==> src/rtl/sr_latch_ctrl.sv <==
// sr_latch_ctrl: shares a bank of external NOR SR latches between two
// requesters, pulses set/reset, then checks the synchronized read-back.
`timescale 1ns/1ps
module sr_latch_ctrl #(
    parameter int N          = 8,
    parameter int PULSE_CYC  = 2,
    parameter int SETTLE_CYC = 3
) (
    input  logic                 clk,
    input  logic                 rst_n,
    input  logic                 req0,
    input  logic                 req1,
    input  logic                 op0,
    input  logic                 op1,
    input  logic [$clog2(N)-1:0] idx0,
    input  logic [$clog2(N)-1:0] idx1,
    output logic                 ack0,
    output logic                 ack1,
    output logic                 err,
    output logic                 busy,
    output logic                 init_done,
    output logic [N-1:0]         latch_set,
    output logic [N-1:0]         latch_reset,
    input  logic [N-1:0]         latch_q
);

    localparam int IW   = $clog2(N);
    localparam int CMAX = (PULSE_CYC > SETTLE_CYC) ? PULSE_CYC : SETTLE_CYC;
    localparam int CW   = $clog2(CMAX + 1);

    typedef enum logic [2:0] {
        INIT_PULSE,
        INIT_SETTLE,
        INIT_CHECK,
        IDLE,
        PULSE,
        SETTLE,
        CHECK
    } state_t;

    state_t          state, nstate;
    logic [CW-1:0]   cnt, ncnt;
    logic [N-1:0]    sync1, sync_q;
    logic            ptr, nptr;
    logic            cur_op, nop;
    logic [IW-1:0]   cur_idx, nidx;
    logic            cur_who, nwho;
    logic [N-1:0]    nset, nrst;
    logic            nack0, nack1, nerr, ninit;
    logic            g0, g1;

    function automatic logic [N-1:0] onehot(input logic [IW-1:0] i);
        onehot    = '0;
        onehot[i] = 1'b1;
    endfunction

    // Two-flop synchronizer for the asynchronous latch outputs.
    always_ff @(posedge clk or negedge rst_n) begin
        if (!rst_n) begin
            sync1  <= '0;
            sync_q <= '0;
        end else begin
            sync1  <= latch_q;
            sync_q <= sync1;
        end
    end

    // State, captured command and registered outputs.
    always_ff @(posedge clk or negedge rst_n) begin
        if (!rst_n) begin
            state       <= INIT_PULSE;
            cnt         <= '0;
            ptr         <= 1'b0;
            cur_op      <= 1'b0;
            cur_idx     <= '0;
            cur_who     <= 1'b0;
            latch_set   <= '0;
            latch_reset <= '0;
            ack0        <= 1'b0;
            ack1        <= 1'b0;
            err         <= 1'b0;
            busy        <= 1'b0;
            init_done   <= 1'b0;
        end else begin
            state       <= nstate;
            cnt         <= ncnt;
            ptr         <= nptr;
            cur_op      <= nop;
            cur_idx     <= nidx;
            cur_who     <= nwho;
            latch_set   <= nset;
            latch_reset <= nrst;
            ack0        <= nack0;
            ack1        <= nack1;
            err         <= nerr;
            busy        <= (nstate != IDLE);
            init_done   <= ninit;
        end
    end

    // Round-robin grant: ptr names the requester that wins the next tie.
    always_comb begin
        g0 = req0 & (~req1 | ~ptr);
        g1 = req1 & (~req0 | ptr);
    end

    // Next-state, drive pattern and completion logic.
    always_comb begin
        nstate = state;
        ncnt   = cnt + CW'(1);
        nptr   = ptr;
        nop    = cur_op;
        nidx   = cur_idx;
        nwho   = cur_who;
        nset   = '0;
        nrst   = '0;
        nack0  = 1'b0;
        nack1  = 1'b0;
        nerr   = 1'b0;
        ninit  = init_done;
        unique case (state)
            INIT_PULSE: begin
                if (cnt == CW'(PULSE_CYC)) begin
                    nstate = INIT_SETTLE;
                    ncnt   = '0;
                end else begin
                    nrst = '1;
                end
            end
            INIT_SETTLE: begin
                if (cnt == CW'(SETTLE_CYC - 2)) begin
                    nstate = INIT_CHECK;
                    ncnt   = '0;
                end
            end
            INIT_CHECK: begin
                ninit  = 1'b1;
                nerr   = |sync_q;
                nstate = IDLE;
                ncnt   = '0;
            end
            IDLE: begin
                ncnt = '0;
                if (init_done && (g0 || g1)) begin
                    nstate = PULSE;
                    nwho   = g1;
                    nop    = g1 ? op1 : op0;
                    nidx   = g1 ? idx1 : idx0;
                    nptr   = ~g1;
                    nset   = nop ? onehot(nidx) : '0;
                    nrst   = nop ? '0 : onehot(nidx);
                end
            end
            PULSE: begin
                if (cnt == CW'(PULSE_CYC - 1)) begin
                    nstate = SETTLE;
                    ncnt   = '0;
                end else begin
                    nset = cur_op ? onehot(cur_idx) : '0;
                    nrst = cur_op ? '0 : onehot(cur_idx);
                end
            end
            SETTLE: begin
                if (cnt == CW'(SETTLE_CYC - 2)) begin
                    nstate = CHECK;
                    ncnt   = '0;
                end
            end
            CHECK: begin
                nerr   = (sync_q[cur_idx] != cur_op);
                nack0  = ~cur_who;
                nack1  = cur_who;
                nstate = IDLE;
                ncnt   = '0;
            end
            default: begin
                nstate = INIT_PULSE;
                ncnt   = '0;
            end
        endcase
    end

endmodule
==> config.mk <==
export PLATFORM = sky130hd
export DESIGN_NAME = sr_latch_ctrl
export DESIGN_NICKNAME = d
export VERILOG_FILES = /design/src/rtl/sr_latch_ctrl.sv
export SDC_FILE = /design/constraint.sdc
export NUM_CORES = 1
export LEC_CHECK = 0
export CAP_MARGIN = 20
export CORE_MARGIN = 2
export CORE_UTILIZATION = 35
export CTS_BUF_LIST = sky130_fd_sc_hd__clkbuf_8
export CTS_CLUSTER_DIAMETER = 50
export DETAILED_ROUTE_END_ITERATION = 6
export DONT_BUFFER_PORTS = 1
export PLACE_DENSITY = 0.58
export SLEW_MARGIN = 20
export SYNTH_ARGS = -nofsm -noshare
export SYNTH_HDL_FRONTEND = slang
export SYNTH_SLANG_ARGS = --single-unit
==> constraint.sdc <==
create_clock -name clk -period 4 [get_ports clk]
set_clock_uncertainty 0.15 [all_clocks]
set_input_delay 0.6 -clock clk [delete_from_list [all_inputs] [get_ports clk]]
set_output_delay 0.6 -clock clk [all_outputs]
set_load 0.02 [all_outputs]
== Word-level counts from Yosys, hierarchy flattened ==
Cells that the tools add are included.
Operators by class
  $add $sub $neg: 1
  multiply operators: 0
  div/mod/pow operators: 0
  order comparisons: 4
  equality and inequality tests: 10
  shift operators: 0
  multiplexer cells: 31
  bitwise logic cells: 9
  reduce and logical (&&, ||, !) cells: 9
Operators by type and width (count)
  $mux 8: 9
  $pmux 8 s3: 1
  $mux 3: 6
  $pmux 3 s6: 1
  $pmux 8 s2: 1
  $eq 3x3->1 const B: 3
  $lt 3x4->1 const B: 2
  $reduce_or 8->1: 1
  $demux 1 s3: 2
  $eq 3x2->1 const B: 2
  $ge 3x1->1 const B: 2
  $mux 1: 6
  $not 1->1: 5
  $mux 2: 2
  $pmux 2 s2: 1
  $bmux 1 s3: 1
  $eq 3x1->1 const B: 1
  $logic_and 1x1->1: 3
  $logic_not 3->1: 1
  $ne 3x2->1 const B: 1
  $reduce_or 3->1: 1
  $add 2x1->2 const B: 1
  $and 1x1->1: 2
  $eq 2x1->1 const B: 1
  7 further kinds: 8
Word-level totals
  flip-flop bits (word level): 48
  latch bits: 0
  RAM bits: 0
  memory bits (read-only): 0
  input port bits: 20
  output and inout port bits: 21
  logic and storage cells: 79
  memories kept: 0

== Depth between registers and ports, before layout ==
Gate-level depths: netlist of run 1.
  depth after elaboration: 11
  depth in mapped cells: 6
  mapped depth without buffers: 4

== Worst setup path before layout of run 1 ==
OpenSTA, ideal clock, no wires.
  path kind: input to register
  start point: in req0
  end point: reg latch_reset[0]
  arrival: 1.448 ns
  required time: 3.716 ns
  setup slack: 2.268 ns
  stages: 5
  buffers on the path: 1
  cell sequence: nand2b_1 buf_2 nand2_1 mux2i_1 o21ai_0
On the way
  word-level cells in the longest chain between the ends: 11
RTL lines
  from (decl): RTL line 11  | input logic req0,
  $not 1->1: RTL line 104  | g1 = req1 & (~req0 | ptr);
  $or 1x1->1: RTL line 104
  $and 1x1->1: RTL line 104
  $mux 3: RTL line 148  | nidx = g1 ? idx1 : idx0;
  $lt 3x4->1 (not written as such) / $ge 3x1->1 (equally long branches): RTL line 54  | onehot[i] = 1'b1;
  $logic_and 1x1->1 (not written as such): RTL line 54
  $mux 1 (not written as such): RTL line 54
  $demux 1 s3: RTL line 54
  $mux 8: RTL line 151  | nrst = nop ? '0 : onehot(nidx);
  $mux 8 (*): RTL line 144  | if (init_done && (g0 || g1)) begin
  $pmux 8 s3 (*): RTL line 121  | unique case (state)
  via nrst[0]: RTL line 48  | logic [N-1:0] nset, nrst;
  to (signal assigned): RTL line 92  | latch_reset <= nrst;
  to (decl): RTL line 23  | output logic [N-1:0] latch_reset,
The timed path passes the listed nets; every way through them passes the cells marked *.
A chain may end at the register's enable or synchronous reset.

== Final worst setup path of run 1 ==
  start point: reg init_done
  end point: reg latch_set[7]
On the way
  word-level cells in the longest chain between the ends: 3
RTL lines
  from (decl): RTL line 21  | output logic init_done,
  from (signal assigned): RTL line 97  | init_done <= ninit;
  $logic_and 1x1->1: RTL line 144
  $mux 8: RTL line 144
  $pmux 8 s2: RTL line 121
  via nset[7]: RTL line 48
  to (signal assigned): RTL line 91  | latch_set <= nset;
  to (decl): RTL line 22  | output logic [N-1:0] latch_set,
The timed path passes the listed nets, and every way through them passes these cells.

==> results of run 1 <==
registers in the layout, summed over array words and instances, names as in the netlist:
signal       count
ack0             1
cur_idx          3
busy             1
latch_reset      8
ptr              1
latch_set        8
ack1             1
sync_q           8
err              1
state            3
init_done        1
cur_who          1
cnt              2
cur_op           1
sync1            8
stage by stage:
step                hold WS (ns)  setup slack (ns)  instance area (um2)  utilization (%)  instances
floorplan                  0.154              2.27                 2020                -        176
detailed placement         0.156              1.61                 2060             37.2        239
CTS                        0.160              1.66                 2240             40.4        249
finish                     0.174              1.67                 2240             40.4        249
global route               0.142              1.45                 2240             40.4        249
global placement           0.156              1.75                 2060             37.2        239
routing by layer:
layer  GRT usage [%]  share of wire (%)  up-vias
li1                -                  -      650
met1            16.6                 42      712
met2            22.2                 49       47
met3            5.09                7.3        8
met4            8.14                2.4        0
met5               0                  0        -
cell families (layout without fill, tap and decap cells):
logic type	count (synthesis)	in the layout	share of synthesized area [%]
AO/OA/AOI/OAI	57	57	17.9
XOR/XNOR	1	1	0.434
buffers and inverters	18	19	4.03
flip-flops	48	48	59.5
multiplexers	9	9	6.07
AND/OR/NAND/NOR	43	43	12.1
final timing paths:
check | startpoint | end | slack [ns] | cells after the start
max reg2reg | init_done$_DFFE_PN0P_ | latch_set[7]$_DFF_PN0_ | 1.67 | 4
max in group asynchronous | rst_n | cur_idx[0]$_DFFE_PN0P_ | 2.82 | 2
max | init_done$_DFFE_PN0P_ | latch_set[7]$_DFF_PN0_ | 1.67 | 4
min in group asynchronous | rst_n | latch_reset[5]$_DFF_PN0_ | 0.65 | 2
min | latch_q[5] | sync1[5]$_DFF_PN0_ | 0.17 | 0
min reg2reg | sync1[5]$_DFF_PN0_ | sync_q[5]$_DFF_PN0_ | 0.20 | 0
power groups by stage:
stage | clock, mW | combinational, mW | sequential (mW)
after floorplan | 0 | 0.353 | 0.724
after detailed placement | 0 | 0.337 | 0.810
final | 0.411 | 0.353 | 0.798
after global routing | 0.453 | 0.397 | 0.820
after global placement | 0 | 0.325 | 0.805
after CTS | 0.425 | 0.355 | 0.799
layout make-up:
| class | count | area, um2 |
|---|---|---|
| fillers | 545 | 3300 |
| flip-flops and latches | 48 | 1200 |
| multi-input cells | 110 | 737 |
| well taps | 72 | 90.1 |
| clock buffers | 5 | 68.8 |
| clock inverters | 3 | 68.8 |
| repair buffers | 2 | 37.5 |
| inverters | 9 | 33.8 |
placed cells by master, fill, tap and decap left out, types with 2 or more instances in the layout:
cell type | netlist | layout
a2111oi_0 | 4 | 4
a31oi_1 | 9 | 9
o32ai_1 | 2 | 2
o21ai_0 | 16 | 16
o22ai_1 | 6 | 6
nand2b_1 | 8 | 8
nor4_1 | 2 | 2
mux4_1 | 2 | 2
a211oi_1 | 3 | 3
nor2_1 | 11 | 11
a41oi_1 | 3 | 3
nor4_2 | 2 | 2
bufinv_16 | 0 | 2
nor2b_1 | 4 | 4
clkbuf_8 | 0 | 5
dfrtp_1 | 48 | 48
and4b_1 | 2 | 2
nand4_1 | 2 | 2
mux2i_1 | 7 | 7
nand2_1 | 8 | 8
inv_1 | 9 | 9
a21oi_1 | 9 | 9
worst register-to-register path: stages (launching register included):
cell	delay [ns]
dfrtp_1	0.48
o21ai_0	0.19
nor3_2	0.74
o21ai_0	0.45
o22ai_1	0.24
==> out/results.txt, run 1 <==
Worst-path cell chain - o21ai_0 -> nor3_2 -> o21ai_0 -> o22ai_1
Die W - 80.0 um
Switch Pwr - 557 uW
Max Cap Viol - 0
RSZ-0062 raised after global routing - no
Leading area contributor after synthesis - dfrtp_1
GPL Wtd Cong - 0.812
Least-Margin Pin Slew - 0.875 ns
Vias - 1,417
Clock Latency Late Sink - 0.29 ns
Ports - 41
Die height - 80.0 um
Post-Route WL - 4.18 mm
CP max-delay cell - nor3_2
WS Path Type - register to register
Area grow syn2layout - 10.8%
Sinks on Clock Net - 48
Final hold violations - 0
Post-synth ARST share - 100%
Worst path max stage delay - 0.74 ns
Worst Hold Class - primary input to register
Initial core utilization - 36.4%
DP HPWL - 3.02 mm
TritonCTS buffer count - 5
Vias in the first global route - 1,395
Register share of total power - 51.1%
Gr usage total - 14.1%
Largest cells by area after synthesis - dfrtp_1 (59%), o21ai_0 (4.0%), mux2i_1 (3.5%), a31oi_1 (2.8%), mux4_1 (2.6%)
Max Freq - 430 MHz
Synth warn - 0
Pre-antenna DRT Iters - 4
Tot Pwr - 1.56 mW
Yosys cell types - 33
Top_reg_cell synth - dfrtp_1
PwrDens - 698 nW/um2
Clk root buf - clkbuf_8
CORE AREA - 5540 um2
Yosys reg bits - 48
Grt ovf - 0
Most used cell, CP - o21ai_0
Sw Share - 35.7%
Syn_area_per_cell - 11.5 um2
DR WL/cell - 16.8 um
Minimum clock period after layout - 2.33 ns
Top cell type's share of synthesized area - 59.5%
Number of flops mapped to enable cells by yosys - 0
Rows - 27
Largest net degree at the start of global routing - 49
Req. time, crit path - 4.06 ns
CP Capture Type - register
Final Max Tran Viols - 0
Bufs and invs on worst path - 0
Mapped cell area - 2020 um2
Post_cts resized - 0
Hold Buf Count CTS - 2
# DRC - 0
CP Launch Type - register
Clock share of power - 26.3%
Setup TNS - 0 ns
Fraction of layout cells with a size suffix above 1 - 7.91%
CP delay by family, top - compound AO/OA/AOI/OAI gates
Syn_nets - 196
Post-Synthesis Cells - 176
Comb pwr share - 22.6%
Initial DRC Count - 63
Finish-stage setup viols - 0
Outcome - finished clean
Routed vias/inst - 5.69
Antenna violations before repair - 0
Pint - 1.01 mW
PortBufs - 0
Most numerous cell in the Yosys netlist - dfrtp_1
Clock transition at path regs - 0.09 ns
Crit share post-route - 58.2%
Final ANT Viol Nets - 0
CTS tree - done
CTS max path bufs - 2
Pleak - 0.944 nW
Post-synth top cells - dfrtp_1 (48), o21ai_0 (16), nor2_1 (11)
Diode count - 0
Post CTS Setup Buffer Count - 0
Total Die Area - 6390 um2
Worst Path Arrival - 2.39 ns
NumNets Final - 196
H-tree levels - 2
Crit-path max FO - 16
First-pass GRT wire length - 6.83 mm
Register area share after synthesis - 59.5%
Slew HR - 41.3%
VDD IR max - 0.000250 V
No activity file was read; power rests on OpenSTA's default activity.
==> run 2: changes to the inputs <==
--- a/config.mk
+++ b/config.mk
@@ -12,7 +12,7 @@
 export CTS_CLUSTER_DIAMETER = 50
 export DETAILED_ROUTE_END_ITERATION = 6
 export DONT_BUFFER_PORTS = 1
-export PLACE_DENSITY = 0.58
+export PLACE_DENSITY = 0.6
 export SLEW_MARGIN = 20
 export SYNTH_ARGS = -nofsm -noshare
 export SYNTH_HDL_FRONTEND = slang
==> constraint.sdc (replaced) <==
create_clock -name clk -period 1.9 [get_ports clk]
set_clock_uncertainty 0.15 [all_clocks]
set_input_delay 0.285 -clock clk [delete_from_list [all_inputs] [get_ports clk]]
set_output_delay 0.285 -clock clk [all_outputs]
set_load 0.02 [all_outputs]
==> out/results.txt, run 2 (same netlist as run 1, synthesis figures left out) <==
Outcome - finished clean (unchanged)
Area grow syn2layout - 16.4% (was 10.8%)
Post CTS Setup Buffer Count - 0 (unchanged)
Placed cells - 248 (was 239)
Worst Hold Class - primary input to register (unchanged)
Fraction of layout cells with a size suffix above 1 - 11.8% (was 7.91%)
Die W - 80.0 um (unchanged)
DP Area - 2130 um2 (was 2060 um2)
Slew HR - 67.5% (was 41.3%)
First-pass GRT wire length - 7.11 mm (was 6.83 mm)
Most common cell after layout, fill and taps aside - dfrtp_1 (unchanged)
CP Capture Type - register (unchanged)
TritonCTS buffer count - 5 (unchanged)
Pleak - 1.00 nW (was 0.944 nW)
Req. time, crit path - 1.91 ns (was 4.06 ns)
Final Max Tran Viols - 0 (unchanged)
Sinks on Clock Net - 48 (unchanged)
Multi-input gate area - 737 um2 (unchanged)
CP Launch Type - register (unchanged)
CTS tree - done (unchanged)
Clock transition at path regs - 0.10 ns (was 0.09 ns)
Pre-antenna DRT Iters - 4 (unchanged)
Worst R2R End - latch_set[0]$_DFF_PN0_ (was latch_set[7]$_DFF_PN0_)
H-tree levels - 2 (unchanged)
Hold Path Depth - 2 (was 0)
R2r setup slk - 0.16 ns (was 1.67 ns)
Minimum clock period after layout - 1.74 ns (was 2.33 ns)
Worst Path Arrival - 1.75 ns (was 2.39 ns)
Crit-path max FO - 10 (was 16)
Final ANT Viol Nets - 0 (unchanged)
Die height - 80.0 um (unchanged)
Clk root buf - clkbuf_8 (unchanged)
Finish-stage setup viols - 0 (unchanged)
WS Path Type - register to register (unchanged)
Total Die Area - 6390 um2 (unchanged)
GPL Wtd Cong - 0.893 (was 0.812)
Reg-to-reg startpoint - ptr$_DFFE_PN0P_ (was init_done$_DFFE_PN0P_)
Post-Route WL - 4.31 mm (was 4.18 mm)
Antenna violations before repair - 0 (unchanged)
Ports - 41 (unchanged)
RSZ-0062 raised after global routing - no (unchanged)
Final core utilization - 42.4% (was 40.4%)
Worst Min Path Start - idx1[1] (was latch_q[5])
Routed vias/inst - 5.52 (was 5.69)
Clock Latency Late Sink - 0.31 ns (was 0.29 ns)
Rows - 27 (unchanged)
Vias - 1,473 (was 1,417)
GRT busiest layer - met2 (unchanged)
Hold Path Sink - cur_idx[1]$_DFFE_PN0P_ (was sync1[5]$_DFF_PN0_)
Initial DRC Count - 61 (was 63)
Least-Margin Pin Slew - 0.482 ns (was 0.875 ns)
Post-Layout Cell Count - 267 (was 249)
Crit share post-route - 91.6% (was 58.2%)
Grt ovf - 0 (unchanged)
Met1 Use GR - 18.1% (was 16.6%)
CORE AREA - 5540 um2 (unchanged)
Met2 usage - 23.3% (was 22.2%)
# DRC - 0 (unchanged)
Worst reg2reg path depth - 4 (unchanged)
Initial core utilization - 36.4% (unchanged)
Met3 GRT Util - 4.98% (was 5.09%)
Post-route cell area - 2350 um2 (was 2240 um2)
DR WL/cell - 16.1 um (was 16.8 um)
Vias in the first global route - 1,440 (was 1,395)
PortBufs - 0 (unchanged)
VDD IR max - 0.000599 V (was 0.000250 V)
Setup TNS - 0 ns (unchanged)
Layout fillers - 540 (was 545)
Gr usage total - 14.9% (was 14.1%)
Commonest non-fill, non-tap cells in the layout - dfrtp_1 (48), o21ai_0 (16), nor2_1 (11) (unchanged)
Max Cap Viol - 0 (unchanged)
Register Area - 1200 um2 (unchanged)
DP HPWL - 2.99 mm (was 3.02 mm)
Final hold violations - 0 (unchanged)
PwrDens - 1340 nW/um2 (was 698 nW/um2)
Max Freq - 574 MHz (was 430 MHz)
NumNets Final - 214 (was 196)
CTS max path bufs - 2 (unchanged)
Largest net degree at the start of global routing - 49 (unchanged)
Diode count - 0 (unchanged)
Hold_ws - 0.0149 ns (was 0.174 ns)
==> run 2: what timing repair did <==
action,in CTS,in global routing
endpoints found under the hold margin,57,0
endpoints found under the setup margin,0,0
resized for setup,0,0
hold buffers,11,0
==> run 2: layer usage <==
metal	up-vias	routed length (um)
met2	55	2050
met3	11	293
met5	-	0
met4	0	109
li1	682	-
met1	725	1860
==> run 2: how the worst max path moves through the flow <==
stage                            from                       end  slack (ns)  cells after the start
5_1_grt               ptr$_DFFE_PN0P_    latch_set[6]$_DFF_PN0_       0.006                      4
3_3_place_gp          ptr$_DFFE_PN0P_  latch_reset[5]$_DFF_PN0_        0.24                      4
6_report              ptr$_DFFE_PN0P_    latch_set[0]$_DFF_PN0_        0.16                      4
4_1_cts               ptr$_DFFE_PN0P_    latch_set[5]$_DFF_PN0_        0.19                      4
2_1_floorplan  cur_idx[0]$_DFFE_PN0P_             err$_DFF_PN0_        0.29                      5
3_5_place_dp          ptr$_DFFE_PN0P_    latch_set[5]$_DFF_PN0_        0.21                      4
==> run 2: area by class of cell <==
| class | count | area share, % |
|---|---|---|
| clock buffers | 5 | 2.93 |
| clock inverters | 3 | 1.06 |
| inverters | 9 | 1.44 |
| multi-input cells | 110 | 31.3 |
| flip-flops and latches | 48 | 51.1 |
| well taps | 72 | 3.83 |
| repair buffers | 20 | 8.30 |
==> run 2: worst max-delay path: stages (launching register included) <==
cell      delay (ns)
dfrtp_1         0.40
nand2b_1        0.29
nand2_1         0.23
mux2i_1         0.37
o32ai_1         0.14
==> run 2: stage by stage <==
step / total power, mW / setup WS, ns
CTS: 3.18 / 0.190
detailed placement: 2.49 / 0.209
finish: 3.15 / 0.159
global route: 3.39 / 0.00621
floorplan: 2.27 / 0.287
global placement: 2.47 / 0.242
==> run 2: report_power, final <==
group	switching [mW]	internal [mW]	total [mW]	leakage, nW
sequential	0.362	1.26	1.62	0.589
clock	0.371	0.268	0.640	0.0452
combinational	0.480	0.408	0.889	0.367
==> run 3: changes to the inputs <==
--- a/config.mk
+++ b/config.mk
@@ -5,13 +5,14 @@
 export SDC_FILE = /design/constraint.sdc
 export NUM_CORES = 1
 export LEC_CHECK = 0
-export CAP_MARGIN = 20
+export CAP_MARGIN = 30
 export CORE_MARGIN = 2
 export CORE_UTILIZATION = 35
 export CTS_BUF_LIST = sky130_fd_sc_hd__clkbuf_8
 export CTS_CLUSTER_DIAMETER = 50
 export DETAILED_ROUTE_END_ITERATION = 6
 export DONT_BUFFER_PORTS = 1
+export MAX_ROUTING_LAYER = met4
 export PLACE_DENSITY = 0.6
 export SLEW_MARGIN = 20
 export SYNTH_ARGS = -nofsm -noshare
==> out/results.txt, run 3 (same netlist as run 1, synthesis figures left out) <==
Switch Pwr - 1.21 mW (about the same)
VDD IR max - 0.000529 V (was 0.000599 V)
Clock Latency Late Sink - 0.30 ns (was 0.31 ns)
First-pass GRT wire length - 7.13 mm (was 7.11 mm)
CP max-delay cell - dfrtp_1 (unchanged)
Clock transition at path regs - 0.10 ns (about the same)
PortBufs - 0 (unchanged)
Fraction of layout cells with a size suffix above 1 - 11.9% (was 11.8%)
Worst Min Path Start - idx1[2] (was idx1[1])
Post-Route WL - 4.28 mm (was 4.31 mm)
Hold_ws - 0.0307 ns (was 0.0149 ns)
DR WL/cell - 16.1 um (about the same)
Pre-antenna DRT Iters - 4 (unchanged)
Worst path max stage delay - 0.40 ns (about the same)
Crit share post-route - 90.1% (was 91.6%)
Hold Path Depth - 2 (unchanged)
Crit-path max FO - 10 (unchanged)
CP delay by family, top - simple AND/OR/NAND/NOR gates (unchanged)
Ports - 41 (unchanged)
R2r setup slk - 0.19 ns (was 0.16 ns)
Routed vias/inst - 5.48 (was 5.52)
# DRC - 0 (unchanged)
Antenna violations before repair - 0 (unchanged)
Largest net degree at the start of global routing - 49 (unchanged)
Setup TNS - 0 ns (unchanged)
Final Worst Setup Slack - 0.189 ns (was 0.159 ns)
CTS max path bufs - 2 (unchanged)
Vias - 1,457 (was 1,473)
Clock share of power - 23.2% (was 20.3%)
Comb pwr share - 27.1% (was 28.2%)
Reg-to-reg startpoint - ptr$_DFFE_PN0P_ (unchanged)
Most common cell after layout, fill and taps aside - dfrtp_1 (unchanged)
Worst-path cell chain - nand2b_1 -> and4b_1 -> a31oi_1 -> o21ai_0 (was nand2b_1 -> nand2_1 -> mux2i_1 -> o32ai_1)
Die height - 80.0 um (unchanged)
Worst Path Arrival - 1.73 ns (was 1.75 ns)
Pleak - 1.01 nW (was 1.00 nW)
Area grow syn2layout - 17.3% (was 16.4%)
Hold Path Sink - cur_idx[2]$_DFFE_PN0P_ (was cur_idx[1]$_DFFE_PN0P_)
GPL Wtd Cong - 0.895 (was 0.893)
Slew HR - 68.3% (was 67.5%)
Die W - 80.0 um (unchanged)
CP Capture Type - register (unchanged)
WP depth - 4 (unchanged)
Register share of total power - 49.6% (was 51.4%)
Pint - 2.06 mW (was 1.93 mW)
Final hold violations - 0 (unchanged)
Final ANT Viol Nets - 0 (unchanged)
H-tree levels - 2 (unchanged)
Commonest non-fill, non-tap cells in the layout - dfrtp_1 (48), o21ai_0 (16), nor2_1 (11) (unchanged)
Initial DRC Count - 81 (was 61)
Vias in the first global route - 1,406 (was 1,440)
Outcome - finished clean (unchanged)
Layout fillers - 528 (was 540)
Sinks on Clock Net - 48 (unchanged)
Grt ovf - 0 (unchanged)
Minimum clock period after layout - 1.71 ns (was 1.74 ns)
Finish-stage setup viols - 0 (unchanged)
Sw Share - 36.9% (was 38.6%)
Bufs and invs on worst path - 0 (unchanged)
DP HPWL - 3.02 mm (was 2.99 mm)
Req. time, crit path - 1.91 ns (about the same)
Total Die Area - 6390 um2 (unchanged)
RSZ-0062 raised after global routing - no (unchanged)
TritonCTS buffer count - 5 (unchanged)
Rows - 27 (unchanged)
Worst Hold Class - primary input to register (unchanged)
CP Launch Type - register (unchanged)
CTS tree - done (unchanged)
Clk root buf - clkbuf_8 (unchanged)
Least-Margin Pin Slew - 0.470 ns (was 0.482 ns)
Max Freq - 584 MHz (was 574 MHz)
Max Cap Viol - 0 (unchanged)
Place WS - 0.140 ns (was 0.209 ns)
WS Path Type - register to register (unchanged)
Gr usage total - 14.8% (was 14.9%)
Diode count - 0 (unchanged)
Worst reg2reg path depth - 4 (unchanged)
PwrDens - 1380 nW/um2 (was 1340 nW/um2)
Initial core utilization - 36.4% (unchanged)
Final Max Tran Viols - 0 (unchanged)
CORE AREA - 5540 um2 (unchanged)
NumNets Final - 213 (was 214)
Worst R2R End - latch_reset[5]$_DFF_PN0_ (was latch_set[0]$_DFF_PN0_)
-- run 3: final cells by class --
cell class | count | area [um2] | share of cell area (%)
Timing Repair Buffer | 19 | 188 | 7.92
Clock buffer | 5 | 68.8 | 2.91
Tap cell | 72 | 90.1 | 3.80
Clock inverter | 3 | 47.5 | 2.01
Inverter | 9 | 33.8 | 1.43
Sequential cell | 48 | 1200 | 50.7
Multi-Input combinational cell | 110 | 739 | 31.2
-- run 3: metrics by stage --
stage | power [mW] | utilization, % | instances | instance area [um2]
after global placement | 2.48 | 38.3 | 247 | 2120
final | 3.27 | 42.8 | 266 | 2370
after global routing | 3.52 | 42.8 | 266 | 2370
after CTS | 3.30 | 42.7 | 266 | 2370
after detailed placement | 2.49 | 38.3 | 247 | 2120
after floorplan | 2.27 | - | 176 | 2020
-- run 3: routing by layer --
layer / routed length, um / vias up / global-route usage (%)
li1: - / 681 / -
met2: 2060 / 50 / 22.5
met3: 261 / 4 / 4.41
met4: 50 / 0 / 5.08
met5: 0 / - / -
met1: 1910 / 722 / 19.0
-- run 3: worst max path at each step --
stage,start,to,slack [ns]
floorplan,cur_idx[0]$_DFFE_PN0P_,err$_DFF_PN0_,0.29
global placement,ptr$_DFFE_PN0P_,latch_reset[5]$_DFF_PN0_,0.20
detailed placement,ptr$_DFFE_PN0P_,latch_reset[5]$_DFF_PN0_,0.14
CTS,ptr$_DFFE_PN0P_,latch_reset[0]$_DFF_PN0_,0.14
global route,ptr$_DFFE_PN0P_,latch_reset[5]$_DFF_PN0_,0.004
finish,ptr$_DFFE_PN0P_,latch_reset[5]$_DFF_PN0_,0.19
-- run 3: what timing repair did --
action                                  CTS  global route
endpoints found under the setup margin    0             9
endpoints found under the hold margin    57             0
resized for setup                         0             1
setup buffers                             0             0
hold buffers                             11             0
-- run 3: power by group through the flow --
stage / Clock [mW] / Combinational, mW / Sequential (mW)
global placement: 0 / 0.837 / 1.64
finish: 0.760 / 0.887 / 1.62
floorplan: 0 / 0.743 / 1.52
detailed placement: 0 / 0.846 / 1.65
global route: 0.826 / 1.03 / 1.66
CTS: 0.778 / 0.894 / 1.63
-- run 3: worst register-to-register path: stages, from the launching register on --
cell and delay [ns]:
dfrtp_1 0.40, nand2b_1 0.29, and4b_1 0.27, a31oi_1 0.32
o21ai_0 0.16
